`config.mk`:
```
export PLATFORM = sky130hd
export DESIGN_NAME = toggle_cover_detector
export DESIGN_NICKNAME = d
export VERILOG_FILES = /design/src/rtl/toggle_cover_pkg.sv /design/src/rtl/toggle_pri_enc.sv /design/src/rtl/toggle_cover_detector.sv
export SDC_FILE = /design/constraint.sdc
export NUM_CORES = 1
export LEC_CHECK = 0
export CAP_MARGIN = 30
export CORE_ASPECT_RATIO = 1.25
export CORE_MARGIN = 2
export CORE_UTILIZATION = 48
export DETAILED_ROUTE_END_ITERATION = 7
export GPL_ROUTABILITY_DRIVEN = 1
export HOLD_SLACK_MARGIN = 0.06
export PLACE_DENSITY = 0.81
export SKIP_CTS_REPAIR_TIMING = 1
export SLEW_MARGIN = 25
export SYNTH_ARGS = -nofsm -noshare
export SYNTH_HDL_FRONTEND = slang
export SYNTH_SLANG_ARGS = --single-unit
```
`constraint.sdc`:
```
create_clock -name clock -period 5.3 [get_ports clock]
set_input_delay 0.795 -clock clock [delete_from_list [all_inputs] [get_ports clock]]
set_output_delay 0.795 -clock clock [all_outputs]
set_load 0.01 [all_outputs]
```
`src/rtl/toggle_cover_pkg.sv`:
```
// Shared types and helpers for the toggle cover detector slice.
// Event numbering: each monitored bit owns two adjacent local events,
// rise first, then fall.
package toggle_cover_pkg;

  // Width of a global cover index; matches the longint of the cover hook.
  localparam int IDX_W = 64;

  // Transition direction, used as the low bit of a local event number.
  typedef enum logic {
    DIR_RISE = 1'b0,
    DIR_FALL = 1'b1
  } dir_e;

  // Local event number of bit b toggling in direction dir.
  function automatic int ev_local(input int b, input dir_e dir);
    return 2 * b + int'(dir);
  endfunction

endpackage

```
`src/rtl/toggle_pri_enc.sv`:
```
// Lowest-set-bit encoder. It picks which pending cover event is reported
// next, so lower event numbers always drain first.
module toggle_pri_enc #(
  parameter int N  = 16,
  parameter int IW = (N > 1) ? $clog2(N) : 1
) (
  input  logic [N-1:0]  vec,
  output logic          found,
  output logic [IW-1:0] idx
);

  // Scan from the top down so that the last hit, the lowest set bit, wins.
  // NOTE: every always_comb output gets a default first, so no path through
  // the block leaves a value unassigned and no latch is inferred.
  always_comb begin
    found = 1'b0;
    idx   = '0;
    for (int i = N - 1; i >= 0; i--) begin
      if (vec[i]) begin
        found = 1'b1;
        idx   = IW'(i);
      end
    end
  end

endmodule

```
`src/rtl/toggle_cover_detector.sv`:
```
// Toggle cover detector: watches a WIDTH-bit signal, records each rise and
// fall as a cover event, and streams new events as global cover indices
// over a valid/ready interface, lowest event first.
// Optional build macro COVER_REPORT_ALL_EN: report every detected toggle,
// not just the first occurrence of each event.
module toggle_cover_detector
  import toggle_cover_pkg::*;
#(
  parameter int WIDTH       = 8,
  parameter int COVER_BASE  = 0,
  parameter int COVER_TOTAL = 8065
) (
  input  logic                           clock,
  input  logic                           reset,
  input  logic                           enable,
  input  logic [WIDTH-1:0]               sig,
  output logic                           out_valid,
  input  logic                           out_ready,
  output logic [IDX_W-1:0]               out_index,
  output logic [$clog2(2*WIDTH+1)-1:0]   hit_count,
  output logic                           all_covered
);

  localparam int NEV  = 2 * WIDTH;
  localparam int EW   = (NEV > 1) ? $clog2(NEV) : 1;
  localparam int HC_W = $clog2(NEV + 1);

  // Refuse to build an instance whose events overrun the global cover space.
  if (COVER_BASE + NEV > COVER_TOTAL) begin : g_bad_cover_range
    $error("toggle_cover_detector: COVER_BASE + 2*WIDTH exceeds COVER_TOTAL");
  end

  logic [WIDTH-1:0] prev;
  logic             prev_valid;
  logic [NEV-1:0]   pending;
  logic [NEV-1:0]   covered;
  logic [EW-1:0]    out_local;

  logic [NEV-1:0]   det;
  logic [NEV-1:0]   set_vec;
  logic [NEV-1:0]   clr_mask;
  logic [NEV-1:0]   pending_nxt;
  logic [NEV-1:0]   covered_nxt;
  logic [HC_W-1:0]  hit_nxt;
  logic             held;
  logic             load;
  logic             pend_found;
  logic [EW-1:0]    pend_idx;

  function automatic logic [HC_W-1:0] popcount(input logic [NEV-1:0] v);
    logic [HC_W-1:0] n;
    n = '0;
    for (int i = 0; i < NEV; i++) n = n + HC_W'(v[i]);
    return n;
  endfunction

  // Edge detection against the previous sample; gated until a valid sample exists.
  always_comb begin
    det = '0;
    if (enable && prev_valid) begin
      for (int i = 0; i < WIDTH; i++) begin
        det[ev_local(i, DIR_RISE)] = ~prev[i] & sig[i];
        det[ev_local(i, DIR_FALL)] = prev[i] & ~sig[i];
      end
    end
  end

  // The output register is free to take a new event unless it is stalled.
  assign held = out_valid && !out_ready;
  assign load = !held;

`ifdef COVER_REPORT_ALL_EN
  logic [NEV-1:0] hold_mask;

  // A re-detected event already sitting stalled in the output folds into that report.
  always_comb begin
    hold_mask = '0;
    if (held) hold_mask[out_local] = 1'b1;
  end

  assign set_vec = det & ~hold_mask;
`else
  assign set_vec = det & ~covered;
`endif

  toggle_pri_enc #(
    .N  (NEV),
    .IW (EW)
  ) u_pri_enc (
    .vec   (pending),
    .found (pend_found),
    .idx   (pend_idx)
  );

  // Clear the event being moved into the output register.
  always_comb begin
    clr_mask = '0;
    if (load && pend_found) clr_mask[pend_idx] = 1'b1;
  end

  // A set arriving on the same bit as the clear keeps the bit pending.
  assign pending_nxt = (pending & ~clr_mask) | set_vec;
  assign covered_nxt = covered | det;
  assign hit_nxt     = popcount(covered_nxt);

  // Sample history, event bitmaps and counters.
  // NOTE: sequential state uses non-blocking assignments only, so every flop
  // sees the pre-edge values of the others regardless of statement order.
  always_ff @(posedge clock) begin
    // NOTE: the bitmaps are plain flops, not RAM, so they are cleared by reset
    // along with the rest; a reset must drop every queued event.
    if (reset) begin
      prev        <= '0;
      prev_valid  <= 1'b0;
      pending     <= '0;
      covered     <= '0;
      hit_count   <= '0;
      all_covered <= 1'b0;
    end else begin
      prev        <= sig;
      prev_valid  <= 1'b1;
      pending     <= pending_nxt;
      covered     <= covered_nxt;
      hit_count   <= hit_nxt;
      all_covered <= (hit_nxt == HC_W'(NEV));
    end
  end

  // Output register: loads the lowest pending event whenever it is not stalled.
  always_ff @(posedge clock) begin
    if (reset) begin
      out_valid <= 1'b0;
      out_local <= '0;
      out_index <= '0;
    end else if (load) begin
      out_valid <= pend_found;
      if (pend_found) begin
        out_local <= pend_idx;
        out_index <= IDX_W'(COVER_BASE) + IDX_W'(pend_idx);
      end
    end
  end

endmodule
```
==> flow_summary.json <==
{
  "drt_iter0_markers": 176,
  "area_delta_synth_final_pct": 5.23,
  "fin_nets": 385,
  "synth_seq_cells": 52,
  "grt_overflow": 0,
  "relSlewSlack": 0.350,
  "yosysSeqAreaShare": 0.357,
  "cts.sinks": 52,
  "syn_area_per_cell_um2": 8.68,
  "clk_pin_slew_ns": 0.09,
  "first_global_vias": 2011,
  "rsz0062_at_grt": "false",
  "end_kind": "flop",
  "grt_pass1_wl_um": 9000,
  "critPathLaunchType": "input pin",
  "combPwrFrac": 0.257,
  "critPathRequiredTime_ns": 5.51,
  "gp_congestion": 0.842,
  "drt-pass1-iter-count": 4,
  "cts_buffers": 5,
  "postPlaceCellArea_um2": 2980,
  "synth_ff_type": "dfxtp_1",
  "drc": 0,
  "cp_max_fo": 4,
  "setup_violations": 0,
  "layout_commonest_cell": "conb_1",
  "antenna_left": 0,
  "start_util": 0.502,
  "p_leak_nw": 1.33,
  "crit_arrival_ns": 5.01,
  "p_total_mw": 0.895,
  "drive_above_1_share": 0.0501,
  "clockPowerShare": 0.261,
  "htree_levels": 2,
  "synth_edf_count": 0,
  "post-route-period-util": 0.905,
  "die_area_um2": 6720,
  "cts_root_buf": "clkbuf_8",
  "fin_worst_skew_ns": 0.00913,
  "p_per_area_nw_per_um2": 292,
  "final_util": 0.528,
  "vias": 2158,
  "cts_tree": "yes",
  "fin_crit_ns": 4.79,
  "ys.warnings.count": 0,
  "grt_max_degree": 36,
  "crit_type": "in -> reg",
  "clk_latency_ns": 0.31,
  "clk_path_buf_depth": 2,
  "ir_drop_mv": 0.152,
  "synthCells": 336,
  "port_buffers": 22,
  "tightest_slew_ns": 0.966,
  "grt_use_total": 0.170,
  "cap_violations": 0,
  "status": "finished, final reports clean",
  "p_sw_mw": 0.271,
  "core.rowCount": 31,
  "synth_area_um2": 2920,
  "yosysUniqueCellTypes": 47,
  "die_w_um": 73.7,
  "drt-total-wl_um": 5460,
  "max_freq_ghz": 0.209,
  "num_antenna_cells": 0,
  "hpwlAfterDp_um": 4120,
  "die_h_um": 91.2,
  "fin_tns_setup_ns": 0,
  "fin_area_um2": 3070,
  "io-pin-count": 83,
  "layout_common_cells": "60 x conb_1, 52 x dfxtp_1, 27 x nor2_1",
  "fill_cells": 558,
  "seqPwrFrac": 0.482,
  "holdCritPathClass": "reg -> reg",
  "hold_viol_final": 0,
  "via_per_inst": 5.08,
  "antenna_found_initial": 0,
  "core_area_um2": 5820,
  "synth_async_sr_flop_share": 0,
  "p_int_mw": 0.624,
  "route.detailed.wl_per_inst_um": 12.8,
  "slew_viol_final": 0,
  "p_sw_frac": 0.303
}
-- synthesized netlist by cell type, types with 2 or more instances --
cell	n	area (um2)
o21ai_0	10	50.1
nor3_1	10	50.1
nand2_1	9	33.8
a211oi_1	2	15.0
a21o_1	3	22.5
dfxtp_1	52	1040
nand3_1	4	20.0
clkbuf_1	8	30.0
or2_2	6	37.5
and2_1	12	75.1
xor2_1	2	17.5
o21bai_1	2	15.0
nor2_1	27	101
a21oi_1	17	85.1
or3_1	3	18.8
buf_4	60	450
nor3b_1	6	45.0
nor4_1	8	50.1
a311oi_1	4	35.0
fa_1	10	200
ha_1	5	62.6
nand2b_1	10	62.6
nand3b_1	2	15.0
inv_1	24	90.1
a31oi_1	8	50.1
nor2b_1	11	68.8
-- kinds of logic (layout without fill, tap and decap cells) --
family | count (synthesis) | count (layout) | synth area share
XOR/XNOR | 2 | 2 | 0.00600
AO/OA/AOI/OAI | 58 | 58 | 0.127
AND/OR/NAND/NOR | 115 | 115 | 0.222
flip-flops | 52 | 52 | 0.357
other | 1 | 60 | 0.00129
adder cells (fa/ha/maj) | 15 | 15 | 0.0901
buffers and inverters | 93 | 57 | 0.197
-- critical path, stage by stage --
cell and delay (ns):
clkdlybuf4s50_1 0.46, nand2_1 0.15, nor3b_1 0.26, or2_2 0.18, fa_1 0.45, fa_1 0.54, inv_1 0.06, fa_1 0.54
inv_1 0.05, fa_1 0.44, ha_1 0.23, fa_1 0.41, xor2_1 0.21, nor3_1 0.06, and3_1 0.17
-- flip-flops by register name (all words and copies together) (netlist names) --
signal       flops
out_valid        1
out_index        4
prev             8
covered         16
pending         16
hit_count        5
prev_valid       1
all_covered      1
-- routing by layer --
metal  vias up  share of wire  GRT usage
li1       1063              -          -
met1      1010           0.41      0.199
met2        77           0.52      0.303
met3         8          0.044     0.0244
met4         0          0.016     0.0667
met5         -              0          0
-- path summary, 6_finish.rpt --
check | start | endpoint | slack, ns | cells after the start
setup / recovery | enable | all_covered | 0.51 | 15
hold / removal | covered[4] | pending[4] | 0.46 | 1
setup reg to reg | prev_valid | all_covered | 1.12 | 14
hold reg to reg | covered[4] | pending[4] | 0.46 | 1
-- power by group through the flow --
stage | clock [mW] | sequential, mW | combinational, mW
finish | 0.234 | 0.431 | 0.230
global route | 0.252 | 0.434 | 0.259
CTS | 0.238 | 0.431 | 0.232
detailed placement | 0 | 0.441 | 0.230
global placement | 0 | 0.440 | 0.223
floorplan | 0 | 0.445 | 0.183
-- per-stage QoR --
stage	setup WS [ns]	cells	hold WS (ns)
5_1_grt	0.269	425	0.468
3_3_place_gp	0.252	417	0.429
6_report	0.506	425	0.458
3_5_place_dp	0.191	417	0.445
2_1_floorplan	0.613	395	0.414
4_1_cts	0.503	425	0.458
-- area by class of cell --
class	count	area, um2	area share
well taps	66	82.6	0.0269
clock buffers	8	90.1	0.0293
multi-input cells	250	1520	0.496
repair buffers	25	243	0.0791
inverters	24	90.1	0.0293
flip-flops and latches	52	1040	0.339
Power figures use the tool's default switching activity.
